### config.mk
export PLATFORM = sky130hd
export DESIGN_NAME = nios2_system_nios2_oci_dct_sched
export DESIGN_NICKNAME = d
export VERILOG_FILES = /design/src/rtl/nios2_system_nios2_oci_dct_sched.sv
export SDC_FILE = /design/constraint.sdc
export NUM_CORES = 1
export LEC_CHECK = 0
export ABC_AREA = 1
export BUFFER_PORTS_ARGS = -buffer_cell sky130_fd_sc_hd__buf_2
export CORE_UTILIZATION = 52
export CTS_CLUSTER_SIZE = 20
export DETAILED_ROUTE_END_ITERATION = 16
export GPL_TIMING_DRIVEN = 1
export PLACE_DENSITY_LB_ADDON = 0.15
export SETUP_SLACK_MARGIN = 0.2
export SLEW_MARGIN = 20
export SYNTH_ARGS = -nofsm -noshare
export SYNTH_HDL_FRONTEND = slang
export SYNTH_SLANG_ARGS = --single-unit
export TNS_END_PERCENT = 1
### constraint.sdc
create_clock -name clk -period 2.9 [get_ports clk]
set_input_delay 0.58 -clock clk [delete_from_list [all_inputs] [get_ports clk]]
set_output_delay 0.58 -clock clk [all_outputs]
set_load 0.005 [all_outputs]
### src/rtl/nios2_system_nios2_oci_dct_sched.sv
// DCT scheduler: round-robin packing of ITM/DTM trace tokens into a 15-slot buffer, drained to the sink.
// Optional stall counter output enabled by defining NIOS2_OCI_DCT_STALL_COUNT_EN.
//
//   state     | meaning
//   ----------+---------------------------------------------------------
//   ACCEPT    | arbitrate and append frames into the buffer
//   FLUSH     | offer buffer to sink, return to ACCEPT after handshake
//   END_FLUSH | final drain of a non-empty buffer at end of test
//   ENDED     | end of test reached, sticky until reset
module nios2_system_nios2_oci_dct_sched (
    input  logic        clk,
    input  logic        reset,
    input  logic        itm_req,
    input  logic [7:0]  itm_data,
    input  logic [1:0]  itm_len,
    output logic        itm_ack,
    input  logic        dtm_req,
    input  logic [7:0]  dtm_data,
    input  logic [1:0]  dtm_len,
    output logic        dtm_ack,
    input  logic        flush_req,
    input  logic        test_ending,
    output logic [29:0] dct_buffer,
    output logic [3:0]  dct_count,
    output logic        dct_valid,
    input  logic        dct_ready,
    output logic        test_has_ended
`ifdef NIOS2_OCI_DCT_STALL_COUNT_EN
   ,output logic [15:0] dct_stall_count
`endif
);

    typedef enum logic [1:0] {
        ACCEPT    = 2'd0,
        FLUSH     = 2'd1,
        END_FLUSH = 2'd2,
        ENDED     = 2'd3
    } state_t;

    state_t      state;
    logic        rr_ptr;
    logic        end_pending;

    logic        cand_is_itm;
    logic        cand_req;
    logic [1:0]  cand_len;
    logic [7:0]  cand_data;
    logic [7:0]  tok_mask;
    logic [4:0]  sum_count;
    logic        fits;
    logic        grant;
    logic [3:0]  next_count;
    logic [29:0] append_word;
    logic        need_flush;

    always_comb begin
        cand_is_itm = rr_ptr ? (itm_req & ~dtm_req) : itm_req;
        cand_req    = itm_req | dtm_req;
        cand_len    = cand_is_itm ? itm_len  : dtm_len;
        cand_data   = cand_is_itm ? itm_data : dtm_data;
        case (cand_len)
            2'd0:    tok_mask = 8'h03;
            2'd1:    tok_mask = 8'h0F;
            2'd2:    tok_mask = 8'h3F;
            default: tok_mask = 8'hFF;
        endcase
        sum_count   = {1'b0, dct_count} + {3'b000, cand_len} + 5'd1;
        fits        = (sum_count <= 5'd15);
        // No bypass: a blocked candidate stalls the other source too.
        grant       = (state == ACCEPT) && cand_req && fits && !test_ending && !reset;
        itm_ack     = grant & cand_is_itm;
        dtm_ack     = grant & ~cand_is_itm;
        next_count  = grant ? sum_count[3:0] : dct_count;
        append_word = {22'b0, cand_data & tok_mask} << {dct_count, 1'b0};
        need_flush  = (next_count == 4'd15)
                    || (cand_req && !fits && (dct_count != 4'd0))
                    || (flush_req && (next_count != 4'd0));
    end

    always_ff @(posedge clk) begin
        if (reset) begin
            state          <= ACCEPT;
            dct_buffer     <= '0;
            dct_count      <= '0;
            rr_ptr         <= 1'b0;
            end_pending    <= 1'b0;
            dct_valid      <= 1'b0;
            test_has_ended <= 1'b0;
        end else begin
            case (state)
                ACCEPT: begin
                    if (grant) begin
                        dct_buffer <= dct_buffer | append_word;
                        dct_count  <= next_count;
                        rr_ptr     <= cand_is_itm;
                    end
                    if (test_ending) begin
                        if (dct_count != 4'd0) begin
                            state     <= END_FLUSH;
                            dct_valid <= 1'b1;
                        end else begin
                            state          <= ENDED;
                            test_has_ended <= 1'b1;
                        end
                    end else if (need_flush) begin
                        state     <= FLUSH;
                        dct_valid <= 1'b1;
                    end
                end
                FLUSH: begin
                    if (dct_ready) begin
                        dct_buffer  <= '0;
                        dct_count   <= '0;
                        dct_valid   <= 1'b0;
                        end_pending <= 1'b0;
                        if (end_pending || test_ending) begin
                            state          <= ENDED;
                            test_has_ended <= 1'b1;
                        end else begin
                            state <= ACCEPT;
                        end
                    end else if (test_ending) begin
                        end_pending <= 1'b1;
                    end
                end
                END_FLUSH: begin
                    if (dct_ready) begin
                        dct_buffer     <= '0;
                        dct_count      <= '0;
                        dct_valid      <= 1'b0;
                        state          <= ENDED;
                        test_has_ended <= 1'b1;
                    end
                end
                default: begin
                    test_has_ended <= 1'b1;
                end
            endcase
        end
    end

`ifdef NIOS2_OCI_DCT_STALL_COUNT_EN
    always_ff @(posedge clk) begin
        if (reset) begin
            dct_stall_count <= '0;
        end else if ((itm_req || dtm_req) && !grant && (dct_stall_count != 16'hFFFF)) begin
            dct_stall_count <= dct_stall_count + 16'd1;
        end
    end
`endif

endmodule

==> results by group <==
Synthesis
  – Number of unique standard cell types used by synthesis: 30
  – Synth Area in XOR/XNOR: 0%
  – Top cells by area in the synthesized netlist: sky130_fd_sc_hd__dfxtp_1 (34%), sky130_fd_sc_hd__nand2_1 (15%), sky130_fd_sc_hd__a21oi_1 (8.6%)
  – Number of warnings reported in the yosys synthesis log: 0
  – Average size of a mapped cell: 6.56 µm²
  – Simple-Gate Fraction of Synth Area: 35.6%
  – Dominant synthesized flop cell: sky130_fd_sc_hd__dfxtp_1
  – EDFF count, synth: 0
  – Share of the synthesized area in the top cell type: between 30% and 40%
  – Post-synthesis cell type with the largest combined area: sky130_fd_sc_hd__dfxtp_1
  – Portion of the post-synthesis area used by sequential elements: ~34%
  – Synth cell count leaders: sky130_fd_sc_hd__nand2_1 (96), sky130_fd_sc_hd__inv_1 (48), sky130_fd_sc_hd__a21oi_1 (41), sky130_fd_sc_hd__dfxtp_1 (40), sky130_fd_sc_hd__nand3_1 (38)
  – Flip-flop and latch count after synthesis: 40
  – Library cell with the highest instance count after synthesis: sky130_fd_sc_hd__nand2_1
  – Largest family of logic cells by synthesized area: simple AND/OR/NAND/NOR gates
  – Share of the synthesized area in compound gates (AO/OA/AOI/OAI): 15.4%
  – Multiplexer fraction of the synthesized cell area: 0%
  – Post-Syn Instances: between 300 and 400
  – Async set-reset flop share out of synthesis: 0%
  – Post-synthesis share of cell area spent on full adders, half adders and majority gates: ~4.5%
  – Post-Syn Area: approximately 2400 µm²
  – Post-synth net total: 399

Power
  – Total power of the final layout: about 0.0023 W
  – Cell Pwr Density: approximately 760 nW/µm²
  – Worst voltage drop across the vdd grid: approximately 0.86 mV
  – Standby leakage power: 1.46 nW

Hold path
  – Worst hold path class: flip-flop to flip-flop

Clock network
  – Longest Clk Path Bufs: 2
  – Number of buffers created by CTS: 5
  – Root cell of the clock tree: sky130_fd_sc_hd__clkbuf_8
  – Clock transition time at the flip-flop clock pins of the worst setup and hold paths: 80 ps
  – Total clock sinks: 40
  – Clock latency on the worst-skew pair: about 300 ps
  – # H-tree levels: 2
  – Clock tree from TritonCTS: yes

Drt
  – Average wire per cell in the routed design: 12.5 µm
  – Via-per-instance ratio: around 5.3
  – Via count: around 2,600
  – Antenna Violating Nets Remaining: 0
  – Number of detailed-routing iterations run before antenna repair: 4
  – Final Routed Wirelength: approximately 6.1 mm
  – Drt initial violations: 154
  – Post-route DRC: 0

Global route
  – Vias in the first global route: 2,312
  – Grt total ovfl: 0
  – Number of antenna violations at the first check in global routing: 0
  – First-pass GRT wire length: ~10 mm
  – GRT Total Usage: 26.3%
  – Pin count of the biggest net entering global routing: 31

Worst setup path
  – Capturing element type of the critical path: output pin
  – Data arrival, critical path: 2070 ps
  – Stage delay of the slowest cell on the critical path: between 300 and 400 ps
  – Slowest cell on the critical path: sky130_fd_sc_hd__fa_2
  – Crit path required time: approximately 2300 ps
  – List of cells traversed by the critical path: buf_8, nand2_4, nand2_4, nand2_2, o21ai_2, inv_2, ha_4, inv_2, fa_2, nand3_4, nand3_4, nor2_4, buf_2
  – Crit path max fanout: 6
  – Nature of the critical path startpoint: input pin
  – Class of the most critical setup path: input pin to output pin

Floorplan
  – Initial standard-cell utilization of the core: 54.5%
  – Number of placement rows: 24
  – Number of placed I/O pins: 65
  – Horiz. Die Dim: between 60 and 70 µm
  – Placeable Area: approximately 4400 µm²
  – Vertical extent of the die: around 70 µm
  – Total die area: around 5000 µm²

Finish
  – Final core area utilization: around 70%
  – Filler cell count in the final layout: 391
  – Area grow syn2layout: 28.7%
  – Antenna Diode Count: 0
  – Layout net count: between 400 and 500
  – Layout cell share with drive strength beyond 1: between 20 and 30%

STA
  – Tightest Pin Transition: between 600 and 700 ps
  – Part of the cycle the worst path needs: roughly nine tenths
  – Skew final: 12.0 ps
  – Total setup violations reported at the end of the flow: 0
  – Hold violation total from the final report: 0
  – Setup repair after global routing missed its margin: true
  – Sum of negative setup slack: 0 ps
  – Slew margin rel.: between 50% and 60%
  – Post-layout minimum cycle time: roughly 2600 ps
  – Count of final max-slew check failures: 0
  – Highest clock frequency the design can meet: 0.378 GHz

Status
  – Result of the run: finished clean

Placed design
  – Quantity of I/O buffers inserted on ports: 64
  – Gp weighted congestion: between 0.8 and 0.9
  – Detailed placement HPWL: 4.45 mm

Job
  – Max-capacitance violation count: 0
worst max-delay path: cells and delay by family:
family | cells | cell delay (ps)
AO/OA/AOI/OAI | 1 | 60
adder cells (fa/ha/maj) | 2 | 520
buffers and inverters | 4 | 330
AND/OR/NAND/NOR | 6 | 560
placed cells by master (no fill, tap or decap), types with 3 or more instances in the layout:
cell,count
sky130_fd_sc_hd__a21oi_1,41
sky130_fd_sc_hd__buf_2,63
sky130_fd_sc_hd__buf_4,15
sky130_fd_sc_hd__clkbuf_8,6
sky130_fd_sc_hd__dfxtp_1,39
sky130_fd_sc_hd__ha_1,6
sky130_fd_sc_hd__inv_1,46
sky130_fd_sc_hd__inv_2,7
sky130_fd_sc_hd__nand2_1,88
sky130_fd_sc_hd__nand2_2,8
sky130_fd_sc_hd__nand3_1,36
sky130_fd_sc_hd__nand4_1,16
sky130_fd_sc_hd__nor2_1,23
sky130_fd_sc_hd__nor2_4,3
sky130_fd_sc_hd__o21ai_0,8
repair_timing:
action                     CTS  global route
pin swaps                    1            12
hold endpoints to repair     0             0
resized for setup            2            26
setup buffers                1             5
hold buffers                 0             0
setup endpoints to repair    2            35
report_power, final:
group / leakage [nW] / switching (W) / internal, W
clock network: 0.0614 / 0.000200 / 0.000281
registers: 0.325 / 0.0000728 / 0.000635
logic: 1.07 / 0.000710 / 0.000443
total: 1.46 / 0.000982 / 0.00136
registers in the layout, indices dropped and copies added, names as in the netlist:
register        flops
dct_buffer         30
end_pending         1
rr_ptr              1
state               2
test_has_ended      1
dct_count           4
dct_valid           1
path summary, 6_finish.rpt:
path	startpoint	endpoint	slack (ps)	cells past startpoint
worst max register to register	rr_ptr$_SDFFE_PP0P_	state[0]$_SDFFE_PP0P_	320	20
worst min-delay path	dct_buffer[7]$_SDFFE_PP0P_	dct_buffer[7]$_SDFFE_PP0P_	450	2
worst max-delay path	dtm_req	itm_ack	250	13
worst min register to register	dct_buffer[7]$_SDFFE_PP0P_	dct_buffer[7]$_SDFFE_PP0P_	450	2
layout make-up:
| cell class | instances | area, µm² | share of cell area, % |
|---|---|---|---|
| Multi-Input combinational cell | 258 | 1410 | 45.9 |
| Sequential cell | 40 | 802 | 26.1 |
| Timing Repair Buffer | 81 | 474 | 15.4 |
| Inverter | 53 | 199 | 6.47 |
| Clock buffer | 6 | 82.6 | 2.69 |
| Tap cell | 52 | 65.1 | 2.12 |
| Clock inverter | 2 | 38.8 | 1.26 |
through the flow:
step	std cells	worst slack [ps]	area, µm²	hold WS, ps
after CTS	487	229	2940	450
after floorplan	364	203	2400	446
after global routing	492	139	3070	461
after detailed placement	478	-27.4	2810	437
after global placement	478	59.0	2810	436
final	492	254	3070	447
routing by layer:
metal / GRT usage, % / share of wire (%) / routed length [µm] / up-vias
met3: 5.09 / 6.1 / 375 / 13
met1: 36.5 / 47 / 2890 / 1146
met4: 9.11 / 1.7 / 103 / 0
met2: 41.1 / 45 / 2770 / 93
met5: 0 / 0 / 0 / -
li1: - / - / - / 1332
cells by family after synthesis:
family,Yosys count
and+or+nand+nor,186
DFF,40
buffers and inverters,66
AOI/OAI and AO/OA,64
adders and majority gates,8
Power figures use the tool's default switching activity.
